<file path="config.mk">
export PLATFORM = sky130hd
export DESIGN_NAME = uart_rx_pkt_ctrl
export DESIGN_NICKNAME = d
export VERILOG_FILES = /design/src/rtl/uart_pkt_pkg.sv /design/src/rtl/uart_pkt_buf.sv /design/src/rtl/uart_rx_pkt_ctrl.sv
export SDC_FILE = /design/constraint.sdc
export NUM_CORES = 1
export LEC_CHECK = 0
export CORE_UTILIZATION = 30
export CTS_BUF_LIST = sky130_fd_sc_hd__clkbuf_8
export CTS_CLUSTER_DIAMETER = 150
export DETAILED_ROUTE_END_ITERATION = 8
export GPL_TIMING_DRIVEN = 0
export SYNTH_ARGS = -nofsm -noshare
export SYNTH_HDL_FRONTEND = slang
export SYNTH_SLANG_ARGS = --single-unit
</file>
<file path="constraint.sdc">
create_clock -name clk -period 5.45 [get_ports clk]
set_input_delay 0.8175 -clock clk [delete_from_list [all_inputs] [get_ports clk]]
set_output_delay 0.8175 -clock clk [all_outputs]
set_load 0.01 [all_outputs]
</file>
<file path="src/rtl/uart_pkt_pkg.sv">
// rtl/uart_pkt_pkg.sv - state encoding, error codes and defaults shared by the UART packet controller
package uart_pkt_pkg;

    typedef enum logic [2:0] {
        HUNT,
        LEN,
        PAYLOAD,
        CSUM,
        DRAIN
    } state_t;

    localparam logic [1:0] ERR_NONE = 2'b00;
    localparam logic [1:0] ERR_LEN  = 2'b01;
    localparam logic [1:0] ERR_CSUM = 2'b10;
    localparam logic [1:0] ERR_TMO  = 2'b11;

    localparam logic [7:0] SYNC_BYTE_DEF = 8'hA5;

    // Running checksum is a plain modulo-256 byte sum.
    function automatic logic [7:0] csum_add(input logic [7:0] sum, input logic [7:0] b);
        return sum + b;
    endfunction

endpackage

</file>
<file path="src/rtl/uart_pkt_buf.sv">
// rtl/uart_pkt_buf.sv - payload register file, one synchronous write port and one combinational read port
module uart_pkt_buf #(
    parameter int DEPTH = 16,
    parameter int AW    = 4
) (
    input  logic          clk,
    input  logic          i_wr_en,
    input  logic [AW-1:0] i_wr_addr,
    input  logic [7:0]    i_wr_data,
    input  logic [AW-1:0] i_rd_addr,
    output logic [7:0]    o_rd_data
);

    // Storage is deliberately left without reset; contents are only read after being written.
    logic [7:0] r_mem [DEPTH];

    always_ff @(posedge clk) begin
        if (i_wr_en) begin
            r_mem[i_wr_addr] <= i_wr_data;
        end
    end

    assign o_rd_data = r_mem[i_rd_addr];

endmodule

</file>
<file path="src/rtl/uart_rx_pkt_ctrl.sv">
// rtl/uart_rx_pkt_ctrl.sv - frames UART bytes (SYNC, LEN, payload, CSUM) into checked packets; PKT_STATS_EN adds good/bad counters
module uart_rx_pkt_ctrl
    import uart_pkt_pkg::*;
#(
    parameter logic [7:0] SYNC_BYTE   = SYNC_BYTE_DEF,
    parameter int         MAX_LEN     = 16,
    parameter int         TIMEOUT_CYC = 208_333
) (
    input  logic        clk,
    input  logic        rst_n,
    input  logic [7:0]  rx_data,
    input  logic        rx_done,
    output logic [7:0]  out_data,
    output logic        out_valid,
    output logic        out_last,
    input  logic        out_ready,
    output logic        pkt_err,
    output logic [1:0]  err_code,
    output logic        overrun,
    output logic        busy
`ifdef PKT_STATS_EN
    ,
    output logic [15:0] good_cnt,
    output logic [15:0] bad_cnt
`endif
);

    localparam int             PW        = (MAX_LEN > 1) ? $clog2(MAX_LEN) : 1;
    localparam int             TW        = (TIMEOUT_CYC > 1) ? $clog2(TIMEOUT_CYC) : 1;
    localparam logic [7:0]     MAX_LEN_B = 8'(MAX_LEN);
    localparam logic [TW-1:0]  TMO_LAST  = TW'(TIMEOUT_CYC - 1);

    state_t        r_state;
    state_t        w_state_nxt;
    logic [7:0]    r_len;
    logic [7:0]    r_sum;
    logic [PW-1:0] r_wr_ptr;
    logic [PW-1:0] r_rd_ptr;
    logic [TW-1:0] r_timer;
    logic          r_pkt_err;
    logic          r_overrun;
    logic [1:0]    r_err_code;

    logic          w_timed;
    logic          w_tmo;
    logic          w_len_ok;
    logic          w_wr_last;
    logic          w_rd_last;
    logic          w_drain;
    logic          w_xfer;
    logic          w_err;
    logic [1:0]    w_err_code;
    logic          w_buf_we;
    logic          w_csum_ok;
    logic [7:0]    w_buf_rd;

    uart_pkt_buf #(
        .DEPTH (MAX_LEN),
        .AW    (PW)
    ) u_buf (
        .clk       (clk),
        .i_wr_en   (w_buf_we),
        .i_wr_addr (r_wr_ptr),
        .i_wr_data (rx_data),
        .i_rd_addr (r_rd_ptr),
        .o_rd_data (w_buf_rd)
    );

    assign w_timed   = (r_state == LEN) || (r_state == PAYLOAD) || (r_state == CSUM);
    // A byte arriving on the expiry cycle takes priority over the timeout.
    assign w_tmo     = w_timed && !rx_done && (r_timer == TMO_LAST);
    assign w_len_ok  = (rx_data != 8'd0) && (rx_data <= MAX_LEN_B);
    assign w_wr_last = (8'(r_wr_ptr) == (r_len - 8'd1));
    assign w_rd_last = (8'(r_rd_ptr) == (r_len - 8'd1));
    assign w_drain   = (r_state == DRAIN);
    assign w_xfer    = w_drain && out_ready;

    always_ff @(posedge clk or negedge rst_n) begin
        if (!rst_n) begin
            r_state <= HUNT;
        end else begin
            r_state <= w_state_nxt;
        end
    end

    always_comb begin
        w_state_nxt = r_state;
        w_err       = 1'b0;
        w_err_code  = ERR_NONE;
        w_buf_we    = 1'b0;
        w_csum_ok   = 1'b0;
        case (r_state)
            HUNT: begin
                if (rx_done && (rx_data == SYNC_BYTE)) begin
                    w_state_nxt = LEN;
                end
            end
            LEN: begin
                if (rx_done) begin
                    if (w_len_ok) begin
                        w_state_nxt = PAYLOAD;
                    end else begin
                        w_err       = 1'b1;
                        w_err_code  = ERR_LEN;
                        w_state_nxt = HUNT;
                    end
                end
            end
            PAYLOAD: begin
                if (rx_done) begin
                    w_buf_we = 1'b1;
                    if (w_wr_last) begin
                        w_state_nxt = CSUM;
                    end
                end
            end
            CSUM: begin
                if (rx_done) begin
                    if (rx_data == r_sum) begin
                        w_csum_ok   = 1'b1;
                        w_state_nxt = DRAIN;
                    end else begin
                        w_err       = 1'b1;
                        w_err_code  = ERR_CSUM;
                        w_state_nxt = HUNT;
                    end
                end
            end
            DRAIN: begin
                if (w_xfer && w_rd_last) begin
                    w_state_nxt = HUNT;
                end
            end
            default: begin
                w_state_nxt = HUNT;
            end
        endcase
        if (w_tmo) begin
            w_err       = 1'b1;
            w_err_code  = ERR_TMO;
            w_state_nxt = HUNT;
        end
    end

    always_ff @(posedge clk or negedge rst_n) begin
        if (!rst_n) begin
            r_len      <= 8'd0;
            r_sum      <= 8'd0;
            r_wr_ptr   <= '0;
            r_rd_ptr   <= '0;
            r_timer    <= '0;
            r_pkt_err  <= 1'b0;
            r_overrun  <= 1'b0;
            r_err_code <= ERR_NONE;
        end else begin
            r_pkt_err <= w_err;
            // Bytes arriving while draining are dropped, not scanned for SYNC.
            r_overrun <= w_drain && rx_done;
            if (w_err) begin
                r_err_code <= w_err_code;
            end
            if ((r_state == LEN) && rx_done && w_len_ok) begin
                r_len    <= rx_data;
                r_sum    <= rx_data;
                r_wr_ptr <= '0;
            end
            if (w_buf_we) begin
                r_sum    <= csum_add(r_sum, rx_data);
                r_wr_ptr <= r_wr_ptr + PW'(1);
            end
            if (w_csum_ok) begin
                r_rd_ptr <= '0;
            end else if (w_xfer) begin
                r_rd_ptr <= r_rd_ptr + PW'(1);
            end
            if (!w_timed || rx_done || w_tmo) begin
                r_timer <= '0;
            end else begin
                r_timer <= r_timer + TW'(1);
            end
        end
    end

    assign out_valid = w_drain;
    assign out_data  = w_drain ? w_buf_rd : 8'd0;
    assign out_last  = w_drain && w_rd_last;
    assign pkt_err   = r_pkt_err;
    assign err_code  = r_err_code;
    assign overrun   = r_overrun;
    assign busy      = (r_state != HUNT);

`ifdef PKT_STATS_EN
    logic [15:0] r_good_cnt;
    logic [15:0] r_bad_cnt;

    always_ff @(posedge clk or negedge rst_n) begin
        if (!rst_n) begin
            r_good_cnt <= 16'd0;
            r_bad_cnt  <= 16'd0;
        end else begin
            if (w_csum_ok && (r_good_cnt != 16'hFFFF)) begin
                r_good_cnt <= r_good_cnt + 16'd1;
            end
            if (w_err && (r_bad_cnt != 16'hFFFF)) begin
                r_bad_cnt <= r_bad_cnt + 16'd1;
            end
        end
    end

    assign good_cnt = r_good_cnt;
    assign bad_cnt  = r_bad_cnt;
`endif

endmodule
</file>
==> impl_results.md <==
- Data required, critical path: 4.63 ns
- Count of endpoints failing setup in the final report: 0
- Minimum clock period after layout: 3.90 ns
- Antenna violation net count after detailed routing: 0
- Final GP Congestion: 0.796
- Launch point of the worst path: r_len[0]
- Die width: 165 um
- Total wirelength of the detailed-routed design: roughly 17000 um
- Die Footprint: 27100 um2
- Unique masters post-synth: 51
- GR met3 Demand/Resource: slightly above 3%
- Flip-flop and latch count after synthesis: 177
- Worst Setup Slack post-DPL: approximately 1.6 ns
- Leakage: 3.14 nW
- Antenna cells: 0
- Pwr Density: 351 nW/um2
- Transition time of the tightest slew-check pin: 1.38 ns
- Final count of hold timing violations: 0
- Number of buffers added for setup after CTS: 0
- Global-route track usage on met1: 17.1%
- Number of enable flip-flop cells after synthesis: about 130
- Fraction of post-synthesis cell area in the top cell type by area: 48.4%
- CTS tree: built
- Part of the Yosys area used for sequential elements: 63.8%
- Final worst path period share: between 70% and 80%
- Number of buffer and inverter instances along the worst setup path: 2
- Global-route wire length before repair: around 26000 um
- Area leader, netlist: edfxtp_1
- Most area-consuming cells after synthesis: edfxtp_1 (48%), dfrtp_1 (15%), mux4_1 (6.3%)
- Number of synthesis warnings: 0
- Capturing element type of the critical path: primary output
- Final Max Slew Viols: 0
- Resize count post-CTS: 0
- Proportion of layout cells with a drive suffix above 1: 14.3%
- Number of H-tree levels: 4
- DRT Pass-1 Iters: 5
- Most Crowded Layer GR: met2
- Outcome: complete, no violations
- Number of design-rule violations left by the first detailed-router iteration: 315
- Avg WL per Cell: 18.5 um
- Max Cap Viol: 0
- Clk Tree Root Cell: clkbuf_8
- Remaining DRCs: 0
- Std-Cell Core Area: 26100 um2
- Vertical die dimension: 165 um
- Maximum net fanout on the critical path: 5
- RSZ-0062 raised after global routing: no
- CP cell instances: inv_1 -> ha_1 -> xnor2_1 -> xor2_1 -> nand3_1 -> or3_1 -> nor4_1 -> clkdlybuf4s50_1
- Footprint of the flip-flops and latches: 5070 um2
- Initial standard-cell utilization of the core: 30.5%
- Grt total ovfl: 0
- Global routing usage summed across all routing layers: 13.2%
- Clock Pin Slew Worst Setup and Hold Paths: 0.09 ns
- Top FF cell, synth: edfxtp_1
- Top Ports: 27
- Syn Std Cell Area: just under 8000 um2
- Depth of the most critical reg-to-reg path: 5
- Area Overhead vs Synth: 14.4%
- Worst relative slew slack: roughly 7.4%
- Clock skew: 0.0209 ns
- Routed vias/inst: 4.93
- Buffers on Ports: 26
- Mean area per synthesized cell: approximately 16 um2
- Reg-to-reg critical path startpoint: r_state[2]
- Net count of the finished layout: 588
- Worst Path Class, Setup: reg -> out
- Type of the worst min-delay path: in -> async
- Clock sink count: 177
- GR Util met2: roughly 22%
- Maximum clock frequency: roughly 260 MHz
- Slowest cell on crit path: clkdlybuf4s50_1
- Number of fill cells: 2469
- Later-pin clock latency in the skew report: 0.45 ns
- Detailed-placement wirelength estimate: ~12000 um
- Crit. path cell count: 8
- Multi-input logic area: 2630 um2
- Sum of negative setup slack: 0 ns
- Number of buffers between clock root and the deepest sink: 2
- Cts bufs inserted: 17
- Antenna violations before repair: 0
- Number of global-route vias before repair: 4560
- Number of instances in the synthesized netlist: 510
- Critical path destination: out_last
- Gate family responsible for the most delay along the worst path: simple AND/OR/NAND/NOR gates
- Worst path max stage delay: 0.61 ns
- Hold-fix buffers at CTS: 0
- Slack of the worst reg-to-reg path: 2.57 ns
- Worst Slack Setup Final: 1.55 ns
- Endpoint of the worst-slack reg-to-reg timing path: u_buf.r_mem[6][2]
- Critical path arrival: 3.08 ns
- Syn Nets: between 500 and 600
- Row Count: 59
- Maximum number of pins on one net before global-route repair: 26
- Vias: around 4500
- Maximum vdd ir drop: 0.164 mV
- Fraction of registers with async set or reset after synthesis: 27.7%
- Kind of launch point of the worst setup path: flop
==> registers in the layout (all words and copies together) (netlist names), 2 cells and up <==
register / flops
r_wr_ptr: 4
r_rd_ptr: 4
u_buf.r_mem: 128
r_timer: 18
r_len: 8
r_state: 3
err_code: 2
r_sum: 8
==> placed cells by master, fill, tap and decap left out, types with 6 or more instances in the layout <==
master	count
xnor2_1	14
nand3_1	14
mux4_1	19
nand2_1	19
mux4_2	21
xor2_1	18
clkbuf_1	6
nor2b_1	8
and2_1	10
dfrtp_1	49
edfxtp_1	128
a21oi_1	12
clkbuf_8	22
ha_1	15
or3_1	8
o21ai_0	15
clkdlybuf4s50_1	25
nor2_1	36
inv_1	23
nor4_1	6
nand4_1	6
nor3_1	12
and3_1	9
==> per-layer routing <==
metal  up-vias  share of wire (%)
met5         -                  0
met4         0               0.96
met3        13                3.8
met2        82                 50
met1      2317                 45
li1       2059                  -
==> worst min-delay path by stage <==
| stage | startpoint | end | cells past startpoint |
|---|---|---|---|
| final | rst_n | r_timer[8] | 1 |
| after global routing | rst_n | r_timer[8] | 1 |
| after CTS | rst_n | r_timer[8] | 1 |
| after detailed placement | r_len[7] | r_len[7] | 1 |
| after global placement | r_sum[6] | r_sum[6] | 1 |
| after floorplan | r_len[7] | r_len[7] | 1 |
==> cell families (layout without fill, tap and decap cells) <==
logic type	count (synthesis)	in the layout	synth area share, %
xor gates and xnor gates	32	32	3.53
AOI/OAI and AO/OA	47	47	3.81
DFF	177	177	63.8
adders and majority gates	16	16	2.61
buffers and inverters	44	106	3.56
muxes	43	43	12.7
and+or+nand+nor	151	151	10.0
==> stage by stage <==
step                area, um2  cells  utilization (%)  power, W  hold WS, ns
floorplan                7950    510                -   0.00209        0.469
global placement         8630    871             33.1   0.00226        0.494
detailed placement       8700    876             33.4   0.00231        0.503
CTS                      9080    907             34.9   0.00320        0.352
global route             9090    907             34.9   0.00335        0.381
finish                   9090    907             34.9   0.00319        0.358
==> final cells by class <==
class	instances	share of cell area (%)
plain buffers	21	2.16
flip-flops and latches	177	55.8
well taps	335	4.61
repair buffers	31	3.36
inverters	23	0.949
multi-input cells	289	28.9
clock inverters	14	1.68
clock buffers	17	2.57
==> power breakdown <==
group	switching (W)	internal, W	total, W
logic	0.000383	0.000275	0.000658
clock network	0.000492	0.000414	0.000906
registers	0.0000756	0.00155	0.00162
==> synthesized netlist by cell type, types with 3 or more instances <==
cell / instances
nor2_1: 36
mux2_2: 3
or3_1: 8
mux4_1: 19
nor3_1: 14
a21oi_1: 12
clkbuf_8: 5
xor2_1: 18
ha_1: 15
mux4_2: 21
and3_1: 9
dfrtp_1: 49
nand4_1: 6
nand2_1: 19
nand3b_1: 3
nor2b_1: 8
a221o_1: 5
nand2b_1: 5
xnor2_1: 14
inv_1: 23
edfxtp_1: 128
clkbuf_1: 6
buf_2: 4
and2_1: 10
o21ai_0: 15
nor4_1: 10
nand3_1: 14
a22o_1: 3
No activity file was read; power rests on OpenSTA's default activity.
